--- src/rtl/mem_stage_pkg.sv ---
// Shared definitions for the memory-access stage: region codes, MMIO
// offsets, store encodings, the EX/WB register layout and store helpers.
package mem_stage_pkg;

  // Address region codes, decoded from address bits [31:28]
  localparam logic [3:0] REGION_DMEM     = 4'b0001;
  localparam logic [3:0] REGION_IMEM     = 4'b0010;
  localparam logic [3:0] REGION_DMEM_ALT = 4'b0011;
  localparam logic [3:0] REGION_BIOS     = 4'b0100;
  localparam logic [3:0] REGION_MMIO     = 4'b1000;

  // MMIO register offsets (address bits [7:0])
  localparam logic [7:0] MMIO_UART_CTRL = 8'h00;
  localparam logic [7:0] MMIO_UART_RX   = 8'h04;
  localparam logic [7:0] MMIO_UART_TX   = 8'h08;
  localparam logic [7:0] MMIO_CYCLE_CNT = 8'h10;
  localparam logic [7:0] MMIO_INST_CNT  = 8'h14;
  localparam logic [7:0] MMIO_CNT_CLEAR = 8'h18;

  // WB source select value that marks an instruction as a memory load
  localparam logic [1:0] WB_SRC_MEM = 2'b01;

  typedef enum logic [1:0] {
    ST_NONE = 2'b00,
    ST_SB   = 2'b01,
    ST_SH   = 2'b10,
    ST_SW   = 2'b11
  } store_e;

  typedef struct packed {
    logic [31:0] alu_result;
    logic [31:0] pc_plus;
    logic [4:0]  wb_addr;
    logic [1:0]  control_wr_mux;
    logic [2:0]  control_load;
    logic        reg_we;
  } wb_reg_t;

  // Byte enables for a store: SB picks one lane, SH one half, SW all four
  function automatic logic [3:0] store_mask(store_e st, logic [1:0] byte_off);
    logic [3:0] mask;
    mask = 4'b0000;
    case (st)
      ST_SB:   mask = 4'b0001 << byte_off;
      ST_SH:   mask = byte_off[1] ? 4'b1100 : 4'b0011;
      ST_SW:   mask = 4'b1111;
      default: mask = 4'b0000;
    endcase
    return mask;
  endfunction

  // Store data replicated across lanes so the byte mask alone selects it
  function automatic logic [31:0] store_data(store_e st, logic [31:0] data);
    logic [31:0] rep;
    rep = data;
    case (st)
      ST_SB:   rep = {4{data[7:0]}};
      ST_SH:   rep = {2{data[15:0]}};
      default: rep = data;
    endcase
    return rep;
  endfunction

endpackage

--- src/rtl/mem_stage_mmio_counters.sv ---
// Cycle and retired-instruction counters behind the MMIO window.
// Present only when MMIO_COUNTERS_EN is defined.
`ifdef MMIO_COUNTERS_EN
module mem_stage_mmio_counters #(
  parameter int CNT_W = 32
) (
  input  logic             clk,
  input  logic             rst,
  input  logic             inst_valid,
  input  logic             stall,
  input  logic             flush,
  input  logic             clear,
  output logic [CNT_W-1:0] cycle_count,
  output logic [CNT_W-1:0] inst_count
);

  logic inst_inc;

  // An instruction retires only if it is real and actually leaves EX
  assign inst_inc = inst_valid && !stall && !flush;

  // Counter update: reset and clear both zero, clear beats increment
  always_ff @(posedge clk) begin
    if (rst || clear) begin
      cycle_count <= '0;
      inst_count  <= '0;
    end else begin
      cycle_count <= cycle_count + CNT_W'(1);
      if (inst_inc) begin
        inst_count <= inst_count + CNT_W'(1);
      end
    end
  end

endmodule
`endif

--- src/rtl/mem_stage.sv ---
// Memory-access stage between EX and WB: drives DMEM/IMEM/BIOS ports,
// decodes the MMIO window (UART, counters) and holds the EX/WB register.
// Build option: define MMIO_COUNTERS_EN to include the cycle/instruction
// counters at MMIO 0x10/0x14 and the clear at 0x18; otherwise they read 0.
module mem_stage
  import mem_stage_pkg::*;
#(
  parameter int DMEM_AW = 14,
  parameter int CNT_W   = 32
) (
  input  logic               clk,
  input  logic               rst,
  input  logic               stall_i,
  input  logic               flush_i,
  input  logic [31:0]        alu_result_i,
  input  logic [31:0]        rs2_data_i,
  input  logic [1:0]         control_store_i,
  input  logic [2:0]         control_load_i,
  input  logic [1:0]         control_wr_mux_i,
  input  logic [4:0]         wb_addr_i,
  input  logic               reg_we_i,
  input  logic [31:0]        pc_plus_i,
  input  logic               inst_valid_i,
  output logic [DMEM_AW-1:0] dmem_addr_o,
  output logic [31:0]        dmem_din_o,
  output logic [3:0]         dmem_we_o,
  output logic [DMEM_AW-1:0] imem_addr_o,
  output logic [31:0]        imem_din_o,
  output logic [3:0]         imem_we_o,
  output logic [11:0]        bios_addrb_o,
  output logic [7:0]         uart_tx_data_o,
  output logic               uart_tx_valid_o,
  input  logic               uart_tx_ready_i,
  input  logic [7:0]         uart_rx_data_i,
  input  logic               uart_rx_valid_i,
  output logic               uart_rx_ready_o,
  output logic [31:0]        alu_result_o,
  output logic [31:0]        pc_plus_o,
  output logic [4:0]         wb_addr_o,
  output logic [1:0]         control_wr_mux_o,
  output logic [2:0]         control_load_o,
  output logic               reg_we_o,
  output logic [31:0]        io_rdata_o
);

  logic [3:0]       region;
  logic [7:0]       offset;
  store_e           store_type;
  logic             is_store;
  logic             is_load;
  logic             commit;
  logic             in_dmem;
  logic             in_imem;
  logic             in_mmio;
  logic [3:0]       byte_mask;
  logic [31:0]      wr_data;
  logic [31:0]      io_rdata_next;
  logic [CNT_W-1:0] cycle_count;
  logic [CNT_W-1:0] inst_count;
  wb_reg_t          wb_q;
  logic             unused_bits;

  assign region     = alu_result_i[31:28];
  assign offset     = alu_result_i[7:0];
  assign store_type = store_e'(control_store_i);
  assign is_store   = (store_type != ST_NONE);
  assign is_load    = !is_store && reg_we_i && (control_wr_mux_i == WB_SRC_MEM);

  // Side effects happen only when the instruction really leaves EX
  assign commit  = !rst && !stall_i && !flush_i;
  assign in_dmem = (region == REGION_DMEM) || (region == REGION_DMEM_ALT);
  assign in_imem = (region == REGION_IMEM);
  assign in_mmio = (region == REGION_MMIO);

  assign byte_mask = store_mask(store_type, alu_result_i[1:0]);
  assign wr_data   = store_data(store_type, rs2_data_i);

  // Memory ports: word addresses are straight slices of the EX address
  assign dmem_addr_o  = alu_result_i[DMEM_AW+1:2];
  assign imem_addr_o  = alu_result_i[DMEM_AW+1:2];
  assign bios_addrb_o = alu_result_i[13:2];
  assign dmem_din_o   = wr_data;
  assign imem_din_o   = wr_data;
  assign dmem_we_o    = (commit && in_dmem) ? byte_mask : 4'b0000;
  assign imem_we_o    = (commit && in_imem) ? byte_mask : 4'b0000;

  // UART handshake: a byte moves only in a cycle where valid and ready are
  // both high; there is no buffering on either side. TX valid is raised only
  // when the transmitter is already ready (software polls status first), so
  // a store while not ready is dropped. RX ready pulses for one cycle on a
  // load of the RX register, and the RX byte is captured in that same cycle.
  assign uart_tx_data_o  = rs2_data_i[7:0];
  assign uart_tx_valid_o = commit && in_mmio && is_store &&
                           (offset == MMIO_UART_TX) && uart_tx_ready_i;
  assign uart_rx_ready_o = commit && in_mmio && is_load &&
                           (offset == MMIO_UART_RX);

`ifdef MMIO_COUNTERS_EN
  logic counter_clear;

  assign counter_clear = commit && in_mmio && is_store &&
                         (offset == MMIO_CNT_CLEAR);

  mem_stage_mmio_counters #(
    .CNT_W (CNT_W)
  ) u_counters (
    .clk         (clk),
    .rst         (rst),
    .inst_valid  (inst_valid_i),
    .stall       (stall_i),
    .flush       (flush_i),
    .clear       (counter_clear),
    .cycle_count (cycle_count),
    .inst_count  (inst_count)
  );
`else
  assign cycle_count = '0;
  assign inst_count  = '0;
`endif

  // Address bits above the word index and the counter qualifier are not
  // needed in every build
  assign unused_bits = ^{alu_result_i, inst_valid_i, uart_rx_valid_i};

  // MMIO read mux; unmapped offsets and non-MMIO accesses read 0
  always_comb begin
    io_rdata_next = 32'h0;
    if (in_mmio && is_load) begin
      case (offset)
        MMIO_UART_CTRL: io_rdata_next = {30'h0, uart_rx_valid_i, uart_tx_ready_i};
        MMIO_UART_RX:   io_rdata_next = {24'h0, uart_rx_data_i};
        MMIO_CYCLE_CNT: io_rdata_next = 32'(cycle_count);
        MMIO_INST_CNT:  io_rdata_next = 32'(inst_count);
        default:        io_rdata_next = 32'h0;
      endcase
    end
  end

  // EX/WB register: stall holds, flush loads a bubble
  always_ff @(posedge clk) begin
    if (rst) begin
      wb_q       <= '0;
      io_rdata_o <= '0;
    end else if (!stall_i) begin
      if (flush_i) begin
        wb_q       <= '0;
        io_rdata_o <= '0;
      end else begin
        wb_q.alu_result     <= alu_result_i;
        wb_q.pc_plus        <= pc_plus_i;
        wb_q.wb_addr        <= wb_addr_i;
        wb_q.control_wr_mux <= control_wr_mux_i;
        wb_q.control_load   <= control_load_i;
        wb_q.reg_we         <= reg_we_i;
        io_rdata_o          <= io_rdata_next;
      end
    end
  end

  assign alu_result_o     = wb_q.alu_result;
  assign pc_plus_o        = wb_q.pc_plus;
  assign wb_addr_o        = wb_q.wb_addr;
  assign control_wr_mux_o = wb_q.control_wr_mux;
  assign control_load_o   = wb_q.control_load;
  assign reg_we_o         = wb_q.reg_we;

endmodule
--- config.mk ---
export PLATFORM = sky130hd
export DESIGN_NAME = mem_stage
export DESIGN_NICKNAME = d
export VERILOG_FILES = /design/src/rtl/mem_stage_pkg.sv /design/src/rtl/mem_stage_mmio_counters.sv /design/src/rtl/mem_stage.sv
export SDC_FILE = /design/constraint.sdc
export NUM_CORES = 1
export LEC_CHECK = 0
export BUFFER_PORTS_ARGS = -buffer_cell sky130_fd_sc_hd__buf_2
export CORE_AREA = 10 10 130 132
export DETAILED_ROUTE_END_ITERATION = 8
export DIE_AREA = 0 0 140 142
export PLACE_DENSITY_LB_ADDON = 0.08
export SETUP_SLACK_MARGIN = 0.15
export SKIP_LAST_GASP = 1
export SLEW_MARGIN = 20
export SYNTH_ARGS = -nofsm -noshare
export SYNTH_HDL_FRONTEND = slang
export SYNTH_SLANG_ARGS = --single-unit
--- constraint.sdc ---
create_clock -name clk -period 1.1 [get_ports clk]
set_input_delay 0 -clock clk [delete_from_list [all_inputs] [get_ports clk]]
set_output_delay 0 -clock clk [all_outputs]
set_load 0.02 [all_outputs]
Word level (Yosys, flattened, before mapping)
Index checks and enable logic that the tools add are counted.
- register bits: 107
- bits of input ports: 124
- output and inout port bits: 229
- logic and storage cells: 47
- eq/ne operators: 10
- reductions and logical operators: 20
- multiplexer cells: 9
- shifts and indexed selects: 1
- operator list (kind ; number):
    75-bit 2-to-1 mux ; 1
    32-bit case mux with 2 select lines ; 1
    32-bit 2-to-1 mux ; 1
    8-bit case mux with 2 select lines ; 1
    1-bit logical AND ; 13
    4-bit 2-to-1 mux ; 3
    4-bit case mux with 3 select lines ; 1
    4-bit by 2-bit == test with 1-bit output (second input constant) ; 2
    8-bit by 3-bit == test with 1-bit output (second input constant) ; 1
    8-bit by 4-bit == test with 1-bit output (second input constant) ; 1
    8-bit zero test ; 1
    8-bit 2-to-1 mux ; 1
    2-bit by 1-bit == test with 1-bit output (second input constant) ; 2
    2-bit == test (second input constant) ; 2
    4-bit by 1-bit == test with 1-bit output (second input constant) ; 1
    4-bit == test (second input constant) ; 1
    1-bit zero test ; 4
    1-bit by 2-bit << shifter with 4-bit output (first input constant) ; 1
    2-bit nonzero test ; 1
    1-bit logical OR ; 1

Depth between registers and ports, before layout
Gate-level depths: netlist of run 1.
- depth in word-level cells: 7
- depth in mapped cells: 7
- mapped depth without buffers: 5

Worst setup path before layout of run 1
Ideal clock, no wire load.
- path kind: input -> output
- start point: in control_store_i[0]
- end point: out imem_din_o[21]
- path slack: -363 ps
- cell stages on the path: 7
- buffers on the path: 3
- data arrival time: 1463 ps
- path through: inv_1 -> ha_1 -> clkbuf_1 -> clkbuf_1 -> nand2_1 -> o22ai_1 -> buf_4
- cells in the longest elaborated chain, start to end: 2
- elaborated cells between the ends (all ways): 3
- those cells by class: 2 x eq/ne; 1 x mux
- RTL lines (item ; line ; text):
    start: declaration ; mem_stage.sv:17 ; input logic [1:0] control_store_i,
    2-bit == test or 2-bit by 1-bit == test with 1-bit output (tied branches) ; mem_stage_pkg.sv:56 ; case (st)
    32-bit case mux with 2 select lines * ; mem_stage_pkg.sv:56 ;
    end: declaration ; mem_stage.sv:28 ; output logic [31:0] imem_din_o,
Mark *: on every way between the ends. The rest lies on a longest branch, timed or not.

Worst setup path after layout of run 1
- start point: in control_store_i[0]
- end point: out dmem_din_o[25]
- cells in the longest elaborated chain, start to end: 2
- elaborated cells between the ends (all ways): 3
- those cells by class: 2 x eq/ne; 1 x mux
- RTL lines (item ; line ; text):
    2-bit == test or 2-bit by 1-bit == test with 1-bit output (tied branches) ; mem_stage_pkg.sv:56 ;
    32-bit case mux with 2 select lines * ; mem_stage_pkg.sv:56 ;
    end: declaration ; mem_stage.sv:25 ; output logic [31:0] dmem_din_o,
Marked as above.

==> results of run 1 <==
==> layout make-up <==
type	count	area [µm²]	area share [%]
Inverter	14	77.6	1.04
Clock inverter	4	25.0	0.336
Clock buffer	12	256	3.44
Sequential cell	83	1660	22.3
Tap cell	184	230	3.09
Multi-Input combinational cell	207	1940	26.0
Timing Repair Buffer	446	3260	43.8
==> registers in the layout (all words and copies together), names as in the netlist <==
register,cells
alu_result_o,32
pc_plus_o,32
io_rdata_o,8
wb_addr_o,5
control_load_o,3
control_wr_mux_o,2
reg_we_o,1
==> power breakdown <==
part           switching [µW]  total, µW  internal, µW
combinational            1560       2950          1390
sequential               56.0       3170          3110
clock                    1190       2830          1650
==> cells by family after synthesis <==
logic type | after synthesis | synth area share (%)
other | 1 | 0.0935
AO/OA/AOI/OAI | 124 | 24.8
AND/OR/NAND/NOR | 53 | 6.77
buffers and inverters | 153 | 25.2
multiplexers | 2 | 0.499
flip-flops | 83 | 41.4
adder cells (fa/ha/maj) | 4 | 1.25
==> metal layers <==
metal	wire [µm]	up-vias
met1	6430	1956
met4	159	0
li1	-	2040
met5	0	-
met3	1920	10
met2	9200	218
==> final timing paths <==
check	to	slack (ns)	cells past startpoint
hold reg to reg	io_rdata_o[6]	0.45	2
setup reg to reg	pc_plus_o[24]	0.47	1
setup / recovery	dmem_din_o[25]	-0.02	8
hold / removal	alu_result_o[5]	0.004	2
==> what timing repair did <==
item                                    CTS  global route
setup buffers                            10             5
endpoints found under the setup margin   58            58
hold endpoints to repair                 73             0
gates resized for setup                 148            15
hold buffers                             73             0
gates cloned                              1             0
pin swaps                                28            10
==> placed cells by master, fill, tap and decap left out, drive strengths merged <==
| cell type | count |
|---|---|
| a211oi | 4 |
| a21o | 1 |
| a21oi | 10 |
| a22o | 83 |
| a22oi | 8 |
| and2 | 1 |
| and4bb | 1 |
| buf | 373 |
| clkbuf | 12 |
| clkinv | 2 |
| clkinvlp | 2 |
| conb | 24 |
| dfxtp | 83 |
| dlygate4sd3 | 73 |
| ha | 4 |
| inv | 14 |
| mux2i | 2 |
| nand2 | 24 |
| nand2b | 1 |
| nand3 | 1 |
| nand4 | 2 |
| nand4b | 1 |
| nor2 | 10 |
| nor2b | 3 |
| nor3 | 7 |
| nor4 | 2 |
| o21ai | 2 |
| o22ai | 8 |
| o31ai | 8 |
==> per-stage QoR <==
step | setup WS, ns | TNS (ns) | total power, µW | utilization [%] | hold slack (ns)
final | -0.0187 | -0.0408 | 8950 | 52.0 | 0.00420
after global routing | -0.0577 | -1.18 | 9340 | 52.0 | 0.0326
after CTS | -0.0287 | -0.127 | 9000 | 51.3 | 0.00135
after detailed placement | -0.155 | -6.89 | 5530 | 39.9 | 0.220
after global placement | -0.147 | -5.68 | 5530 | 39.9 | 0.216
after floorplan | 0.0333 | 0 | 5020 | - | 0.113
==> impl_metrics.toml, run 1 <==
[placed_design]
dp.cells = 845
gp_congestion = 0.906
io_buffer_count = 327
dpl_cell_area_mm2 = 0.00571
place_hpwl_mm = 14.1

[critical_path]
critPathBufInv = 5
path_class = "input port to primary output"
worstPathRequired_ns = 1.10
critical-path-max-stage-delay_ns = 0.35
r2r-start = "pc_plus_o[24]"
crit_path_start = "control_store_i[0]"
cp.arrival_ns = 1.12
cp-end-kind = "primary output"
critical-path-top-delay-family = "buffers and inverters"
worstPathMaxFanout = 9
slowest_stage = "ha_4"
start_kind = "input port"
path_cells = "buf_12 > inv_12 > ha_4 > buf_6 > buf_12 > nor2_2 > a21oi_4 > buf_6"

[final_layout]
design_area_mm2 = 0.00745
area_delta_synth_final_pct = 85.6
fin_nets = 889
fillerInstances = 1332
drive_gt1_share_pct = 58.9
n_antenna_cell = 0
stdcell_count = 950

[global_routing]
grt_util_met2_pct = 30.1
antenna_found_initial = 0
grt_pass1_vias = 4736
met1_usage_pct = 17.4
grt_use_total_pct = 16.6
met3_usage_pct = 7.21
grt_max_degree = 65
grt_first_pass_wirelength_mm = 27.0
grt_overflow = 0
grt.busiest_layer = "met2"

[drt]
first_pass_iters = 4
routed-via-count = 4224
ant_nets = 0
drc = 0
avgViaCountPerCell = 4.45
routedWlPerCell_um = 18.6
initialDrtViolationCount = 93
wirelength_mm = 17.7

[synthesis]
syn_area_mm2 = 0.00401
synthTopCellsByArea = "dfxtp_1 (41%), buf_4 (21%), a22o_1 (18%), nand2_1 (2.2%), a22oi_1 (1.5%)"
yosysSeqAreaShare_pct = 41.4
syn_inst = 420
synthArstFlopShare_pct = 0
synth-seq-cells = 83
yosysMostFrequentCell = "buf_4"
yosysUniqueCellTypes = 32
avgSynthCellArea_um2 = 9.55
synth_area_leader_cell = "dfxtp_1"
synth_edf_count = 0
synth.top_cells.by_count = "buf_4 (113), a22o_1 (83), dfxtp_1 (83), nand2_1 (23), clkbuf_1 (15)"
yosysWarnings = 0
synth_top_area_share_pct = 41.4
synth_ff_type = "dfxtp_1"

[sta]
hold_viol = 0
rsz0062_at_grt = "true"
period_minus_slack_ns = 1.12
min_period_over_period_pct = 102
setup-violations-final = 4
fin_worst_skew_ns = 0
finalMaxSlewViolations = 0
fmax_mhz = 894
setup_ws_ns = -0.0187

[floorplan]
die_h_um = 142
initial_core_util_pct = 28.0
core_area_mm2 = 0.0143
die_w_um = 140
ios = 353
fp-row-count = 44
die-area_mm2 = 0.0199

[cts]
clkTransAtPathRegs_ns = 0.06
clockBufferDepth = 2
root_buffer = "clkbuf_16"
cts_sinks = 83
htreeDepth = 3
cts_made_buffers = 9
clk_latency_ns = 0.32
cts_tree = "built"

[worst_hold_path]
hp-class = "input port to flop"
worstHoldStart = "alu_result_i[5]"

[pwr]
ir_worst_vdd_uv = 620
power.density_mw_per_mm2 = 1200
p_leak_uw = 0.00368

[run_status]
status = "finished with violations"
violations = "negative setup slack"

[flow_run]
max_cap_viol_count = 0
(Power assumes the default switching activity.)
==> run 2, diff against run 1 <==
SYNTH_HIERARCHICAL = 1   (was not set)
==> impl_metrics.toml, run 2 <==
[drt]
drc = 0
initialDrtViolationCount = 117
ant_nets = 0
routed-via-count = 4273
wirelength_mm = 18.2
routedWlPerCell_um = 19.0
first_pass_iters = 6
avgViaCountPerCell = 4.46

[global_routing]
grt_overflow = 0
grt_first_pass_wirelength_mm = 27.5
grt_pass1_vias = 4710
grt_max_degree = 59
antenna_found_initial = 0
grt_use_total_pct = 17.1

[synthesis]
yosysSeqAreaShare_pct = 41.4
yosysUniqueCellTypes = 32
synth_edf_count = 0
yosysMostFrequentCell = "buf_4"
avgSynthCellArea_um2 = 9.55
syn_area_mm2 = 0.00401
synth_area_leader_cell = "dfxtp_1"
synth.top_cells.by_count = "buf_4 (113), a22o_1 (83), dfxtp_1 (83), nand2_1 (23), clkbuf_1 (15)"
synthArstFlopShare_pct = 0
synth_ff_type = "dfxtp_1"
yosysWarnings = 6
synth_top_area_share_pct = 41.4
synth-seq-cells = 83
synthTopCellsByArea = "dfxtp_1 (41%), buf_4 (21%), a22o_1 (18%), nand2_1 (2.2%), a22oi_1 (1.5%)"
syn_inst = 420

[sta]
fin_worst_skew_ns = 0
hold_viol = 0
rsz0062_at_grt = "true"
tns_ns = 0
setup-violations-final = 0
period_minus_slack_ns = 1.10
min_period_over_period_pct = 99.6
finalMaxSlewViolations = 0
fmax_mhz = 913

[cts]
root_buffer = "clkbuf_16"
cts_sinks = 83
clkTransAtPathRegs_ns = 0.06
cts_made_buffers = 9
clockBufferDepth = 2
htreeDepth = 3
cts_tree = "built"
clk_latency_ns = 0.32

[floorplan]
die_h_um = 142
die_w_um = 140
ios = 353
core_area_mm2 = 0.0143
die-area_mm2 = 0.0199
initial_core_util_pct = 28.0
fp-row-count = 44

[final_layout]
n_antenna_cell = 0
drive_gt1_share_pct = 59.9
final_common_cell = "buf_2"
stdcell_count = 959
layout_common_cells = "buf_2 (262), dfxtp_1 (83), a22o_1 (75), dlygate4sd3_1 (75), buf_6 (65)"
area_delta_synth_final_pct = 90.4
fin_nets = 900
fin_util_pct = 53.4

[placed_design]
place_hpwl_mm = 14.1
gp_congestion = 0.876
io_buffer_count = 327
dp.cells = 853

[worst_hold_path]
hp-class = "input port to flop"

[pwr]
p_leak_uw = 0.00378
power.density_mw_per_mm2 = 1210
finalPower_uw = 9250
ir_worst_vdd_uv = 695

[critical_path]
worstPathRequired_ns = 1.10
cp.arrival_ns = 1.10
worstPathMaxFanout = 8
cp-end-kind = "primary output"
r2r_slack_ns = 0.46
path_class = "input port to primary output"
start_kind = "input port"

[flow_run]
max_cap_viol_count = 0

[run_status]
status = "finished clean"
run 2: cell counts after synthesis:
No cell type changed its count.
run 2: layout make-up:
cell class / instances / area [µm²]
flip-flops and latches: 83 / 1660
clock buffers: 12 / 267
clock inverters: 2 / 35.0
multi-input cells: 207 / 1950
well taps: 184 / 230
fillers: 1268 / 6680
repair buffers: 457 / 3410
inverters: 14 / 77.6
run 2: final timing paths:
check,startpoint,to,depth (start not counted)
worst max register to register,alu_result_o[24],alu_result_o[24],1
worst min-delay path,uart_rx_data_i[0],io_rdata_o[0],3
worst max-delay path,control_store_i[0],imem_din_o[9],7
worst min register to register,io_rdata_o[3],io_rdata_o[3],2
run 2: through the flow:
step / setup slack (ns) / hold slack, ns / area (µm²)
after detailed placement: -0.186 / 0.220 / 5800
after floorplan: 0.0333 / 0.113 / 4680
final: 0.00488 / 0.0279 / 7640
after CTS: 0.00984 / 0.0121 / 7450
after global routing: -0.0314 / 0.0402 / 7640
after global placement: -0.144 / 0.215 / 5800
run 2: logic make-up after synthesis:
group,synth area share (%)
buf+inv,25.2
flops,41.4
mux,0.499
other cells,0.0935
compound gates,24.8
fa+ha+maj,1.25
simple gates,6.77
run 2: critical path: stages:
cell and delay, ns:
buf_12 0.10, inv_12 0.03, ha_4 0.37, nand2b_4 0.08, buf_12 0.14, a22o_4 0.23, buf_6 0.13
run 2: routing by layer:
layer | wire, µm | global-route usage (%)
met1 | 6540 | 17.5
met2 | 9570 | 31.0
met3 | 1720 | 7.38
met4 | 354 | 5.05
met5 | 0 | 0
run 2: what timing repair did:
item,CTS,global route
pin swaps,23,18
hold buffers,75,0
setup endpoints to repair,58,58
cloned,1,2
gates resized for setup,149,26
buffers inserted,8,6
hold endpoints to repair,75,0
run 2: where the power goes:
part	total, µW	switching, µW	internal, µW	leakage, µW
Clock	3040	1130	1910	0.000151
Sequential	3170	56.9	3120	0.000677
Combinational	3030	1580	1450	0.00296
